==> src/rtl/uart_tx_fifo.sv <==
// uart_tx_fifo: byte FIFO between the MMIO UART write path and the uart transmitter.
// Bytes are pushed at bus speed and drained one at a time through the uart
// sendData/sendReq/ready handshake. Level, full, empty and a sticky overflow flag
// are exposed for MMIO status reads.
module uart_tx_fifo #(
    parameter int DEPTH      = 16,
    parameter int DEPTH_BITS = $clog2(DEPTH)
) (
    input  logic                  clk,
    input  logic                  resetn,
    input  logic                  wr_en,
    input  logic [7:0]            wr_data,
    input  logic                  ovf_clr,
    output logic                  full,
    output logic                  empty,
    output logic                  overflow,
    output logic [DEPTH_BITS:0]   level,
    output logic                  busy,
    output logic [7:0]            tx_data,
    output logic                  tx_send,
    input  logic                  tx_ready
);

    // Transmit handshake states: wait for a byte, wait for the uart to go busy,
    // then wait for it to return to idle before the next pop.
    typedef enum logic [1:0] {
        ST_IDLE      = 2'd0,
        ST_WAIT_BUSY = 2'd1,
        ST_WAIT_DONE = 2'd2
    } tx_state_t;

    localparam logic [DEPTH_BITS:0]   COUNT_ZERO = {(DEPTH_BITS+1){1'b0}};
    localparam logic [DEPTH_BITS:0]   COUNT_ONE  = {{DEPTH_BITS{1'b0}}, 1'b1};
    localparam logic [DEPTH_BITS:0]   COUNT_FULL = (DEPTH_BITS+1)'(DEPTH);
    localparam logic [DEPTH_BITS-1:0] PTR_ZERO   = {DEPTH_BITS{1'b0}};
    localparam logic [DEPTH_BITS-1:0] PTR_ONE    = {{(DEPTH_BITS-1){1'b0}}, 1'b1};

    logic [7:0]            mem_r [DEPTH];
    logic [DEPTH_BITS-1:0] wr_ptr_r;
    logic [DEPTH_BITS-1:0] rd_ptr_r;
    logic [DEPTH_BITS:0]   count_r;
    tx_state_t             state_r;
    logic [7:0]            tx_data_r;
    logic                  tx_send_r;
    logic                  overflow_r;

    logic                  full_s;
    logic                  empty_s;
    logic                  push_s;
    logic                  drop_s;
    logic                  pop_s;
    logic                  busy_s;

    // Status decode and push/pop qualification, all from pre-edge register state.
    always_comb begin
        full_s  = 1'b0;
        empty_s = 1'b0;
        push_s  = 1'b0;
        drop_s  = 1'b0;
        pop_s   = 1'b0;
        busy_s  = 1'b0;
        if (count_r == COUNT_FULL) begin
            full_s = 1'b1;
        end else begin
            full_s = 1'b0;
        end
        if (count_r == COUNT_ZERO) begin
            empty_s = 1'b1;
        end else begin
            empty_s = 1'b0;
        end
        // A push into a full FIFO is dropped even when a pop happens on the same edge.
        push_s = wr_en && !full_s;
        drop_s = wr_en && full_s;
        // Pops only see entries written on earlier edges (pre-edge empty flag).
        if ((state_r == ST_IDLE) && !empty_s && tx_ready) begin
            pop_s = 1'b1;
        end else begin
            pop_s = 1'b0;
        end
        busy_s = (state_r != ST_IDLE) || !empty_s;
    end

    // Storage array write; contents are not reset, the pointers flush them logically.
    always_ff @(posedge clk) begin
        if (resetn && push_s) begin
            mem_r[wr_ptr_r] <= wr_data;
        end
    end

    // Write pointer, read pointer and occupancy count.
    always_ff @(posedge clk) begin
        if (!resetn) begin
            wr_ptr_r <= PTR_ZERO;
            rd_ptr_r <= PTR_ZERO;
            count_r  <= COUNT_ZERO;
        end else begin
            if (push_s) begin
                wr_ptr_r <= wr_ptr_r + PTR_ONE;
            end
            if (pop_s) begin
                rd_ptr_r <= rd_ptr_r + PTR_ONE;
            end
            case ({push_s, pop_s})
                2'b10:   count_r <= count_r + COUNT_ONE;
                2'b01:   count_r <= count_r - COUNT_ONE;
                default: count_r <= count_r;
            endcase
        end
    end

    // Sticky overflow flag; a dropped push wins over a simultaneous clear.
    always_ff @(posedge clk) begin
        if (!resetn) begin
            overflow_r <= 1'b0;
        end else if (drop_s) begin
            overflow_r <= 1'b1;
        end else if (ovf_clr) begin
            overflow_r <= 1'b0;
        end
    end

    // Transmit handshake FSM with registered sendData/sendReq.
    always_ff @(posedge clk) begin
        if (!resetn) begin
            state_r   <= ST_IDLE;
            tx_data_r <= 8'h00;
            tx_send_r <= 1'b0;
        end else begin
            case (state_r)
                ST_IDLE: begin
                    if (pop_s) begin
                        tx_data_r <= mem_r[rd_ptr_r];
                        tx_send_r <= 1'b1;
                        state_r   <= ST_WAIT_BUSY;
                    end else begin
                        tx_send_r <= 1'b0;
                        state_r   <= ST_IDLE;
                    end
                end
                ST_WAIT_BUSY: begin
                    tx_send_r <= 1'b0;
                    if (!tx_ready) begin
                        state_r <= ST_WAIT_DONE;
                    end
                end
                ST_WAIT_DONE: begin
                    tx_send_r <= 1'b0;
                    if (tx_ready) begin
                        state_r <= ST_IDLE;
                    end
                end
                default: begin
                    tx_send_r <= 1'b0;
                    state_r   <= ST_IDLE;
                end
            endcase
        end
    end

    assign full     = full_s;
    assign empty    = empty_s;
    assign overflow = overflow_r;
    assign level    = count_r;
    assign busy     = busy_s;
    assign tx_data  = tx_data_r;
    assign tx_send  = tx_send_r;

endmodule

==> config.mk <==
export PLATFORM = sky130hd
export DESIGN_NAME = uart_tx_fifo
export DESIGN_NICKNAME = d
export VERILOG_FILES = /design/src/rtl/uart_tx_fifo.sv
export SDC_FILE = /design/constraint.sdc
export NUM_CORES = 1
export LEC_CHECK = 0
export CORE_ASPECT_RATIO = 0.9
export CORE_MARGIN = 2
export CORE_UTILIZATION = 45
export CTS_CLUSTER_SIZE = 10
export DETAILED_ROUTE_END_ITERATION = 12
export PLACE_DENSITY_LB_ADDON = 0.08
export REMOVE_ABC_BUFFERS = 1
export SLEW_MARGIN = 0
export SYNTH_ARGS = -nofsm -noshare
export SYNTH_HDL_FRONTEND = slang
export SYNTH_SLANG_ARGS = --single-unit
==> constraint.sdc <==
create_clock -name clk -period 4.45 [get_ports clk]
set_input_delay 0.445 -clock clk [delete_from_list [all_inputs] [get_ports clk]]
set_output_delay 0.445 -clock clk [all_outputs]
set_load 0.02 [all_outputs]
==> reports/metrics.csv <==
stage;metric;value;unit
outcome;status;finished, final reports clean;
detailed_routing;WL per Instance;21.0;um
synthesis;compound-cell area share of the yosys netlist;5.88;%
synthesis;Yosys reg bits;153;
floorplanning;FP Rows;40;
timing;TNS Setup;0;ps
power_and_ir_drop;part of the power in registers;43.7;%
setup_path;FF-to-FF Start;level[1]$_SDFFE_PN0P_;
floorplanning;Initial Util;46.0;%
clock_tree;CTS H-tree lvls;4;
timing;Fmax;0.350;GHz
placement;gpl congestion;0.832;
setup_path;WP data arrival;3190;ps
placement;DPL Wire Length;8260;um
power_and_ir_drop;power share of the combinational group;21.5;%
synthesis;multiplexer share of the synthesized area;11.7;%
power_and_ir_drop;Sw Share;28.0;%
timing;Relative slew margins;28.7;%
floorplanning;Die W;127;um
layout;nets@finish;449;
synthesis;Post-Synthesis Cells;397;
synthesis;Post-synth EDFFs;128;
layout;Post-Layout Cell Count;608;
setup_path;Worst Setup Start Kind;flip-flop;
timing;final setup fails;0;
placement;IO buf count;30;
clock_tree;clk buf depth;2;
setup_path;Reg-to-Reg End;level[2]$_SDFFE_PN0P_;
floorplanning;Ports;31;
clock_tree;clk slew on worst S/H paths;60;ps
layout;commonest non-fill, non-tap cell in the layout;edfxtp_1;
job;MaxCap Viol Count;0;
clock_tree;setup bufs post-CTS;0;
floorplanning;die height;115;um
detailed_routing;WL final;12800;um
synthesis;synthesis warning total;0;
floorplanning;die area;0.0146;mm2
clock_tree;root buffer cell;clkbuf_16;
setup_path;critical path capture point type;flip-flop;
setup_path;reg2reg setup slack;1600;ps
global_routing;met2 global-route usage;27.3;%
clock_tree;hold_buf cts;0;
power_and_ir_drop;P per Cell Area;565;mW/mm2
setup_path;CP max FO;10;
synthesis;Avg Cell Area, Syn;15.5;um2
global_routing;Total GRT Usage;18.5;%
global_routing;global-route wire length before repair;19200;um
timing;RSZ-0062 raised after global routing;no;
synthesis;XOR/XNOR share of the synthesized area;1.42;%
clock_tree;post-CTS sizing;0;
detailed_routing;initial detailed-routing violation count;294;
min_path;Worst Hold Path EP;state_r[0]$_SDFFE_PN0P_;
timing;count of final hold-check violations;0;
setup_path;slowest stage cell, crit path;nor4_1;
power_and_ir_drop;P_leak;2.27;nW
clock_tree;CTS Buf Count;17;
min_path;Min-Delay Path Class;reg2reg;
clock_tree;CTS tree;done;
layout;most frequent cells in the layout;edfxtp_1 (128), mux2i_1 (47), nor2_1 (30), clkdlybuf4s50_1 (30), dfxtp_1 (24);
timing;minimum clock period after layout;2850;ps
detailed_routing;via/cell ratio;5.53;
timing;Period Utilization, post-route;64.1;%
power_and_ir_drop;P_int;0.00291;W
synthesis;Synth Area in Adders;1.63;%
synthesis;fraction of the mapped netlist area in simple logic gates;6.63;%
layout;area grow syn2layout;16.2;%
synthesis;Synth Cell Area;0.00615;mm2
layout;Fill cells;1087;
power_and_ir_drop;worst vdd ir;266;uV
clock_tree;Clk Latency, worst-skew pair;420;ps
setup_path;slowest stage delay, CP;500;ps
setup_path;CP required;4790;ps
synthesis;top_reg_cell synth;edfxtp_1;
synthesis;largest family of logic cells by synthesized area;multiplexers;
layout;Final Util;53.5;%
layout;diode count;0;
placement;dpl cells;577;
clock_tree;# clock sinks;153;
power_and_ir_drop;switching power total;0.00113;W
synthesis;ys async rst share;0;%
setup_path;Worst Reg-to-Reg Cells;10;
min_path;hold depth;1;
detailed_routing;drc violations;0;
setup_path;Crit path max-delay family;simple AND/OR/NAND/NOR gates;
timing;clk_skew;9.00;ps
layout;area of the multi-input gates;0.00168;mm2
global_routing;GRT busiest layer;met2;
global_routing;vias in the first global route;3173;
global_routing;GRT met1 Usage;27.1;%
detailed_routing;Detailed Routing Iterations Pass 1;4;
global_routing;gr ovfl total;0;
timing;Slew Viols, Final;0;
setup_path;Worst Setup Path Type;reg2reg;
global_routing;largest net degree at the start of global routing;24;
layout;Register Area;0.00435;mm2
setup_path;worst path bufs/invs;1;
detailed_routing;vias;3362;
global_routing;initial antenna violation count;0;
detailed_routing;number of routed nets with antenna violations;0;
synthesis;synth unique cells;38;
power_and_ir_drop;clock power share;34.8;%
floorplanning;core region area;0.0134;mm2
layout;share of cells above drive strength 1;9.77;%
min_path;hold_sp;state_r[1]$_SDFFE_PN0P_;
synthesis;post-synthesis sequential area ratio;70.6;%
setup_path;crit-path cells;nor4_1 -> a21boi_1 -> inv_1 -> ha_1 -> xor2_1 -> ha_1 -> a21oi_1 -> xor2_1 -> or3_1 -> a21oi_1;
global_routing;met3 Resource Use GR;5.30;%
timing;Worst Tran Pin Value;1070;ps
[sequential cells by signal, summed over array words and instances (netlist names)]
register and cells:
tx_data 8, tx_send 1, wr_ptr_r 4, state_r 2, rd_ptr_r 4, overflow 1, mem_r 128, level 5
[power by group through the flow]
| stage | combinational, W | clock (W) | sequential, W |
|---|---|---|---|
| 2_1_floorplan | 0.000455 | 0 | 0.00184 |
| 3_3_place_gp | 0.000860 | 0 | 0.00179 |
| 3_5_place_dp | 0.000870 | 0 | 0.00180 |
| 4_1_cts | 0.000874 | 0.00143 | 0.00177 |
| 5_1_grt | 0.000945 | 0.00149 | 0.00179 |
| 6_report | 0.000870 | 0.00140 | 0.00177 |
[cell families after synthesis]
group / count (synthesis)
flops: 153
xor+xnor: 10
compound gates: 56
simple gates: 84
fa+ha+maj: 8
buf+inv: 28
mux: 58
[through the flow]
step           area (um2)  power, W  setup slack (ps)  hold slack (ps)
5_1_grt              7150   0.00422              1350              539
4_1_cts              7150   0.00407              1680              500
2_1_floorplan        6040   0.00230              1390              463
3_3_place_gp         6580   0.00265              1330              484
3_5_place_dp         6580   0.00267              1240              491
6_report             7150   0.00404              1600              510
[layer usage]
metal  up-vias  share of wire [%]
met4         0               0.84
met1      1678                 47
met3         8                5.7
li1       1590                  -
met2        86                 46
met5         -                  0
[how the worst max path moves through the flow]
stage | from | end | slack, ps | depth (start not counted)
final | level[1]$_SDFFE_PN0P_ | level[2]$_SDFFE_PN0P_ | 1600 | 10
after global routing | level[1]$_SDFFE_PN0P_ | level[2]$_SDFFE_PN0P_ | 1350 | 10
after CTS | level[1]$_SDFFE_PN0P_ | level[2]$_SDFFE_PN0P_ | 1680 | 10
after detailed placement | wr_en | level[2]$_SDFFE_PN0P_ | 1240 | 10
after global placement | wr_en | level[2]$_SDFFE_PN0P_ | 1330 | 10
after floorplan | tx_ready | level[2]$_SDFFE_PN0P_ | 1390 | 9
[cell usage after synthesis (9+ instances only)]
| library cell | instances | area, um2 |
|---|---|---|
| mux4_2 | 11 | 248 |
| edfxtp_1 | 128 | 3840 |
| clkbuf_1 | 10 | 37.5 |
| nor2_1 | 30 | 113 |
| o22ai_1 | 21 | 131 |
| nor3_1 | 9 | 45.0 |
| nand2_1 | 18 | 67.6 |
| o21ai_0 | 10 | 50.1 |
| a31oi_1 | 10 | 62.6 |
| dfxtp_1 | 25 | 500 |
| mux2i_1 | 47 | 470 |
[layout make-up]
| class | count | area share (%) |
|---|---|---|
| Sequential cell | 153 | 60.8 |
| Multi-Input combinational cell | 216 | 23.4 |
| Clock buffer | 21 | 6.16 |
| Timing Repair Buffer | 34 | 4.62 |
| Tap cell | 168 | 2.94 |
| Clock inverter | 10 | 1.77 |
| Inverter | 6 | 0.315 |
(Power assumes the default switching activity.)
